[src/rtl/fetch_decode_stage_if.sv]
// Fetch/decode stage bus: hazard-controller inputs, instruction ROM port and D-stage outputs.
interface fetch_decode_stage_if #(
  parameter int unsigned IM_AW = 10
);
  logic             stall;
  logic             br_eq;
  logic [31:0]      jr_target;
  logic [IM_AW-1:0] im_addr;
  logic [31:0]      im_rdata;
  logic [31:0]      pc_f;
  logic [31:0]      instr_d;
  logic [31:0]      pc_d;
  logic [31:0]      pc8_d;
  logic             valid_d;
  logic             bubble_e;
  logic [31:0]      stall_cnt;
  logic [31:0]      fetch_cnt;

  modport master (
    output stall, br_eq, jr_target, im_rdata,
    input  im_addr, pc_f, instr_d, pc_d, pc8_d, valid_d, bubble_e, stall_cnt, fetch_cnt
  );

  modport slave (
    input  stall, br_eq, jr_target, im_rdata,
    output im_addr, pc_f, instr_d, pc_d, pc8_d, valid_d, bubble_e, stall_cnt, fetch_cnt
  );
endinterface

[src/rtl/fetch_decode_stage.sv]
// PC register, next-PC selection and F/D pipeline register for the five-stage MIPS core.
// Control transfers resolve in D with one delay slot; stall freezes F and D and bubbles E.
module fetch_decode_stage #(
  parameter logic [31:0] PC_RESET = 32'h0000_3000,
  parameter int unsigned IM_AW    = 10
) (
  input logic                 clk,
  input logic                 reset,
  fetch_decode_stage_if.slave bus
);
  localparam logic [31:0] WIN_BYTES = 32'd4 << IM_AW;

  typedef enum logic [1:0] {CF_SEQ, CF_BEQ, CF_JUMP, CF_JR} cf_e;

  logic [31:0] pc_q;
  logic [31:0] instr_q;
  logic [31:0] pc_d_q;
  logic        valid_q;
  logic [31:0] stall_cnt_q;
  logic [31:0] fetch_cnt_q;

  logic [31:0] pc_off;
  logic        in_window;
  logic [31:0] fetch_word;
  logic [31:0] br_off;
  logic [31:0] npc;
  cf_e         cf;

  assign pc_off     = pc_q - PC_RESET;
  assign in_window  = pc_off < WIN_BYTES;
  assign fetch_word = in_window ? bus.im_rdata : '0;
  assign br_off     = {{14{instr_q[15]}}, instr_q[15:0], 2'b00};

  // Cleared instr_d (after reset) has opcode/funct 0 and falls through to sequential.
  always_comb begin
    cf = CF_SEQ;
    if (instr_q[31:26] == 6'b000100)
      cf = CF_BEQ;
    else if (instr_q[31:26] == 6'b000010 || instr_q[31:26] == 6'b000011)
      cf = CF_JUMP;
    else if (instr_q[31:26] == 6'b000000 && instr_q[5:0] == 6'b001000)
      cf = CF_JR;
  end

  always_comb begin
    npc = pc_q + 32'd4;
    case (cf)
      CF_BEQ:  if (bus.br_eq) npc = pc_d_q + 32'd4 + br_off;
      CF_JUMP: npc = {pc_d_q[31:28], instr_q[25:0], 2'b00};
      CF_JR:   npc = bus.jr_target & ~32'd3;
      default: ;
    endcase
  end

  always_ff @(posedge clk) begin
    if (!reset) begin
      pc_q        <= PC_RESET;
      instr_q     <= '0;
      pc_d_q      <= PC_RESET;
      valid_q     <= 1'b0;
      stall_cnt_q <= '0;
      fetch_cnt_q <= '0;
    end else if (bus.stall) begin
      if (stall_cnt_q != '1) stall_cnt_q <= stall_cnt_q + 32'd1;
    end else begin
      instr_q <= fetch_word;
      pc_d_q  <= pc_q;
      valid_q <= 1'b1;
      pc_q    <= npc;
      if (fetch_cnt_q != '1) fetch_cnt_q <= fetch_cnt_q + 32'd1;
    end
  end

  assign bus.im_addr   = pc_off[IM_AW+1:2];
  assign bus.pc_f      = pc_q;
  assign bus.instr_d   = instr_q;
  assign bus.pc_d      = pc_d_q;
  assign bus.pc8_d     = pc_d_q + 32'd8;
  assign bus.valid_d   = valid_q;
  assign bus.bubble_e  = bus.stall & reset;
  assign bus.stall_cnt = stall_cnt_q;
  assign bus.fetch_cnt = fetch_cnt_q;
endmodule

[src/flat_wrapper.sv]
// flat-port wrapper written by rule: the top's interface ports become plain ports
module fetch_decode_stage_flat 
#(
  parameter logic [31:0] PC_RESET = 32'h0000_3000,
  parameter int unsigned IM_AW    = 10
)
  (clk, reset, bus_stall, bus_br_eq, bus_jr_target, bus_im_rdata, bus_im_addr, bus_pc_f, bus_instr_d, bus_pc_d, bus_pc8_d, bus_valid_d, bus_bubble_e, bus_stall_cnt, bus_fetch_cnt);
  fetch_decode_stage_if #(.IM_AW(IM_AW)) bus_i ();
  input logic clk;
  input logic reset;
  input wire logic [$bits(bus_i.stall)-1:0] bus_stall;
  input wire logic [$bits(bus_i.br_eq)-1:0] bus_br_eq;
  input wire logic [$bits(bus_i.jr_target)-1:0] bus_jr_target;
  input wire logic [$bits(bus_i.im_rdata)-1:0] bus_im_rdata;
  output wire logic [$bits(bus_i.im_addr)-1:0] bus_im_addr;
  output wire logic [$bits(bus_i.pc_f)-1:0] bus_pc_f;
  output wire logic [$bits(bus_i.instr_d)-1:0] bus_instr_d;
  output wire logic [$bits(bus_i.pc_d)-1:0] bus_pc_d;
  output wire logic [$bits(bus_i.pc8_d)-1:0] bus_pc8_d;
  output wire logic [$bits(bus_i.valid_d)-1:0] bus_valid_d;
  output wire logic [$bits(bus_i.bubble_e)-1:0] bus_bubble_e;
  output wire logic [$bits(bus_i.stall_cnt)-1:0] bus_stall_cnt;
  output wire logic [$bits(bus_i.fetch_cnt)-1:0] bus_fetch_cnt;
  assign bus_i.stall = bus_stall;
  assign bus_i.br_eq = bus_br_eq;
  assign bus_i.jr_target = bus_jr_target;
  assign bus_i.im_rdata = bus_im_rdata;
  assign bus_im_addr = bus_i.im_addr;
  assign bus_pc_f = bus_i.pc_f;
  assign bus_instr_d = bus_i.instr_d;
  assign bus_pc_d = bus_i.pc_d;
  assign bus_pc8_d = bus_i.pc8_d;
  assign bus_valid_d = bus_i.valid_d;
  assign bus_bubble_e = bus_i.bubble_e;
  assign bus_stall_cnt = bus_i.stall_cnt;
  assign bus_fetch_cnt = bus_i.fetch_cnt;
  fetch_decode_stage #(.PC_RESET(PC_RESET), .IM_AW(IM_AW)) u_core (.clk(clk), .reset(reset), .bus(bus_i));
endmodule
[config.mk]
export PLATFORM = sky130hd
export DESIGN_NAME = fetch_decode_stage_flat
export DESIGN_NICKNAME = d
export VERILOG_FILES = /design/src/rtl/fetch_decode_stage_if.sv /design/src/rtl/fetch_decode_stage.sv /design/src/flat_wrapper.sv
export SDC_FILE = /design/constraint.sdc
export NUM_CORES = 1
export LEC_CHECK = 0
export ABC_AREA = 1
export CORE_ASPECT_RATIO = 2
export CORE_MARGIN = 2
export CORE_UTILIZATION = 40
export DETAILED_ROUTE_END_ITERATION = 6
export GPL_ROUTABILITY_DRIVEN = 0
export PLACE_DENSITY = 0.66
export SLEW_MARGIN = 15
export SYNTH_ARGS = -nofsm -noshare
export SYNTH_HDL_FRONTEND = slang
export SYNTH_SLANG_ARGS = --single-unit
[constraint.sdc]
create_clock -name clk -period 5.2 [get_ports clk]
set_input_delay 1.04 -clock clk [delete_from_list [all_inputs] [get_ports clk]]
set_output_delay 1.04 -clock clk [all_outputs]
set_load 0.05 [all_outputs]
==> metrics.txt <==
# TYPE chip_impl_metric gauge
chip_impl_metric{name="power_leakage",unit="nW"} 6.485
chip_impl_metric{name="synth.net_count",unit=""} 2027
chip_impl_metric{name="dp_slack",unit="ps"} 1459
chip_impl_info{name="min_path_type",value="reg -> reg"} 1
chip_impl_info{name="worst_setup_path_start_kind",value="flip-flop"} 1
chip_impl_info{name="synth_top_cell_by_area",value="dfxtp_1"} 1
chip_impl_metric{name="post_cts_setup_repair_buffer_count",unit=""} 0
chip_impl_metric{name="worst_slew_margin_relative_to_its_limit",unit="%"} 25.64
chip_impl_info{name="top_post_synthesis_cells_by_area",value="dfxtp_1 (27%), nand2_1 (19%), inv_1 (8.1%)"} 1
chip_impl_metric{name="powerDensity",unit="mW/mm²"} 203.5
chip_impl_metric{name="ctsHtreeMaxLevel",unit=""} 4
chip_impl_metric{name="post_synth_fa_ha_maj_area_fraction",unit="%"} 6.610
chip_impl_metric{name="vias",unit=""} 13080
chip_impl_metric{name="final-max-slew-violation-count",unit=""} 0
chip_impl_metric{name="worst_slack",unit="ps"} 966.6
chip_impl_metric{name="detailed_place.area",unit="mm²"} 0.01475
chip_impl_metric{name="die_h",unit="µm"} 247.4
chip_impl_metric{name="synth_xor_area_share",unit="%"} 5.765
chip_impl_metric{name="drive_above_1_share",unit="%"} 4.015
chip_impl_info{name="cp-end-kind",value="primary output"} 1
chip_impl_metric{name="design.portCount",unit=""} 272
chip_impl_metric{name="multi_input_area",unit="mm²"} 0.007316
chip_impl_info{name="grt_setup_unrepaired",value="false"} 1
chip_impl_info{name="ctsRootBufferMaster",value="clkbuf_16"} 1
chip_impl_metric{name="design_area",unit="mm²"} 0.01533
chip_impl_metric{name="number_of_global_route_vias_before_repair",unit=""} 12060
chip_impl_info{name="synth_top_flop_cell",value="dfxtp_1"} 1
chip_impl_info{name="synth.most_common_cell",value="nand2_1"} 1
chip_impl_metric{name="synthMuxAreaShare",unit="%"} 0
chip_impl_metric{name="postSynthRegisterBits",unit=""} 161
chip_impl_metric{name="synth_enable_flop_cells",unit=""} 0
chip_impl_metric{name="setup_violations",unit=""} 0
chip_impl_metric{name="drtIter0Drc",unit=""} 1022
chip_impl_metric{name="post_drt_wl_per_cell",unit="µm"} 16.92
chip_impl_metric{name="drtPass1Iterations",unit=""} 5
chip_impl_info{name="critical_path.top_delay_family",value="simple AND/OR/NAND/NOR gates"} 1
chip_impl_metric{name="maxClockFrequency",unit="MHz"} 236.2
chip_impl_info{name="crit_slowest_cell",value="clkdlybuf4s50_1"} 1
chip_impl_metric{name="area_growth_syn_to_layout",unit="%"} 29.35
chip_impl_metric{name="mappedNetlistArea",unit="mm²"} 0.01185
chip_impl_metric{name="die_width",unit="µm"} 125.7
chip_impl_metric{name="async_flop_share",unit="%"} 0
chip_impl_metric{name="starting_density_of_the_core",unit="%"} 40.46
chip_impl_metric{name="global_route_wire_length_before_repair",unit="µm"} 66330
chip_impl_metric{name="placementRows",unit=""} 89
chip_impl_metric{name="synth_cell_types",unit=""} 50
chip_impl_metric{name="antenna_left",unit=""} 0
chip_impl_metric{name="critPathBufInv",unit=""} 1
chip_impl_metric{name="grt_use_total",unit="%"} 26.98
chip_impl_metric{name="clock_skew",unit="ps"} 6.853
chip_impl_metric{name="cts.repair.resized",unit=""} 0
chip_impl_metric{name="post-dp-hpwl",unit="µm"} 32210
chip_impl_metric{name="synth_sequential_area_ratio",unit="%"} 27.20
chip_impl_metric{name="final.min_clock_period",unit="ps"} 4233
chip_impl_metric{name="vdd_drop_max",unit="mV"} 0.1977
chip_impl_info{name="synth_top_family_by_area",value="simple AND/OR/NAND/NOR gates"} 1
chip_impl_metric{name="worstMarginPinSlew",unit="ps"} 1114
chip_impl_metric{name="regArea",unit="mm²"} 0.003223
chip_impl_metric{name="drt-total-wl",unit="µm"} 42410
chip_impl_metric{name="clock_tree.buffer_depth",unit=""} 2
chip_impl_metric{name="yosys.area.top_type_share",unit="%"} 27.20
chip_impl_metric{name="core-area",unit="mm²"} 0.02929
chip_impl_info{name="crit_type",value="reg -> out"} 1
chip_impl_metric{name="yosysWarningCount",unit=""} 0
chip_impl_info{name="outcome",value="finished, final reports clean"} 1
chip_impl_metric{name="filler_cell_count",unit=""} 3013
chip_impl_metric{name="place.port_buffers",unit=""} 269
chip_impl_metric{name="worstPathArrival",unit="ps"} 3190
chip_impl_metric{name="clock_insertion_delay_worst_skew",unit="ps"} 450
chip_impl_metric{name="grt_max_degree",unit=""} 62
chip_impl_metric{name="required",unit="ps"} 4160
chip_impl_metric{name="global_route.overflow_total",unit=""} 0
chip_impl_metric{name="numCtsBuffers",unit=""} 17
chip_impl_metric{name="holdBufCountCts",unit=""} 0
chip_impl_info{name="crit_path_cell_chain",value="ha_1 > nand2_2 > nor3_4 > nand2_2 > nor2_4 > nand2_4 > nor2_4 > nand2_2 > nor3b_2 > xor2_1 > clkdlybuf4s50_1"} 1
chip_impl_metric{name="cap_violations",unit=""} 0
chip_impl_metric{name="syn_area_per_cell",unit="µm²"} 6.247
chip_impl_metric{name="die_outline_area",unit="mm²"} 0.03110
chip_impl_metric{name="tritoncts_num_sinks",unit=""} 161
chip_impl_metric{name="antenna_found_initial",unit=""} 0
chip_impl_metric{name="clkTransAtPathRegs",unit="ps"} 70
chip_impl_info{name="critical-path-top-cell-by-count",value="nand2_2"} 1
chip_impl_metric{name="final_worst_path_cycle_share",unit="%"} 81.41
chip_impl_metric{name="avgViaCountPerCell",unit=""} 5.218
chip_impl_metric{name="setup_tns",unit="ps"} 0
chip_impl_metric{name="nets",unit=""} 2262
chip_impl_metric{name="yosys.area_share.simple",unit="%"} 37.12
chip_impl_metric{name="worst-path-max-fanout",unit=""} 5
chip_impl_info{name="tritoncts",value="built"} 1
chip_impl_info{name="ys_top_cells_by_count",value="nand2_1 (591), inv_1 (256), dfxtp_1 (161)"} 1
chip_impl_metric{name="synthesized_area_fraction_occupied_by_ao_oa_aoi_and_oai_cells",unit="%"} 12.10
chip_impl_metric{name="max_stage_delay",unit="ps"} 810
chip_impl_metric{name="hold_violations",unit=""} 0
chip_impl_metric{name="diodes",unit=""} 0
chip_impl_metric{name="drcViolationCount",unit=""} 0
chip_impl_metric{name="syn-instance-count",unit=""} 1897
[through the flow]
stage / hold WS, ps / cells / util [%] / power [mW]
3_5_place_dp: 461.1 / 2477 / 50.37 / 1.855
3_3_place_gp: 451.0 / 2477 / 50.37 / 1.855
2_1_floorplan: 682.3 / 1897 / - / 1.654
5_1_grt: 499.3 / 2506 / 52.34 / 3.222
4_1_cts: 473.5 / 2506 / 52.34 / 3.146
6_report: 470.4 / 2506 / 52.34 / 3.119
[power by group]
part	total [mW]	internal (mW)	switching, mW
sequential	1.31	1.26	0.0517
clock	1.29	0.739	0.548
combinational	0.519	0.178	0.341
[layout by cell type, fill, tap and decap left out, drive strengths merged, types with 3 or more instances in the layout]
cell,count
nand3,117
buf,11
clkinv,4
nand4,38
nand3b,18
o21bai,3
and2,4
o21ai,85
xor2,63
a21oi,102
o211ai,4
o22ai,45
inv,263
xnor2,15
nand2,603
dfxtp,161
nor4,16
ha,61
a22oi,4
nor3,49
nor2,157
or2,3
nor3b,3
a31oi,7
clkbuf,21
clkinvlp,3
clkdlybuf4s50,268
[sequential cells by signal (all words and copies together) (netlist names)]
register              flops
u_core.bus.stall_cnt     32
u_core.bus.instr_d       32
u_core.bus.pc_f          32
u_core.bus.fetch_cnt     32
u_core.bus.pc_d          32
u_core.bus.valid_d        1
[kinds of logic after synthesis]
group	after synthesis
compound gates	259
xor+xnor	78
fa+ha+maj	62
buf+inv	327
flops	161
simple gates	1010
[layout make-up]
cell class	instances	area share (%)
Multi-Input combinational cell	1409	47.73
Timing Repair Buffer	279	18.04
Clock buffer	21	3.069
Inverter	264	6.481
Tap cell	364	2.971
Sequential cell	161	21.03
Clock inverter	8	0.6857
[routing by layer]
metal  vias to the layer above  global-route usage, %  wire length [µm]
met3                        70                  5.217              3539
li1                       6597                      -                 -
met5                         -                      0                 0
met4                         0                  10.46              1443
met1                      5865                  34.42             17910
met2                       544                  44.91             19520
[tightest hold or removal path, cell delays in order (launching register included)]
cell     delay [ps]
dfxtp_1         320
nor2_1           40
nor2_1           70
[final timing paths]
| check | startpoint | depth (start not counted) | end | slack, ps |
|---|---|---|---|---|
| worst max-delay path | u_core.bus.pc_d[4]$_SDFFE_PN0N_ | 11 | bus_pc8_d[27] | 970 |
| worst min-delay path | u_core.bus.valid_d$_SDFFE_PN0N_ | 2 | u_core.bus.valid_d$_SDFFE_PN0N_ | 470 |
| worst max register to register | u_core.bus.pc_d[2]$_SDFFE_PN0N_ | 17 | u_core.bus.pc_f[23]$_SDFFE_PN0N_ | 2280 |
| worst min register to register | u_core.bus.valid_d$_SDFFE_PN0N_ | 2 | u_core.bus.valid_d$_SDFFE_PN0N_ | 470 |
Note: power is estimated with default switching activity, not from simulation.
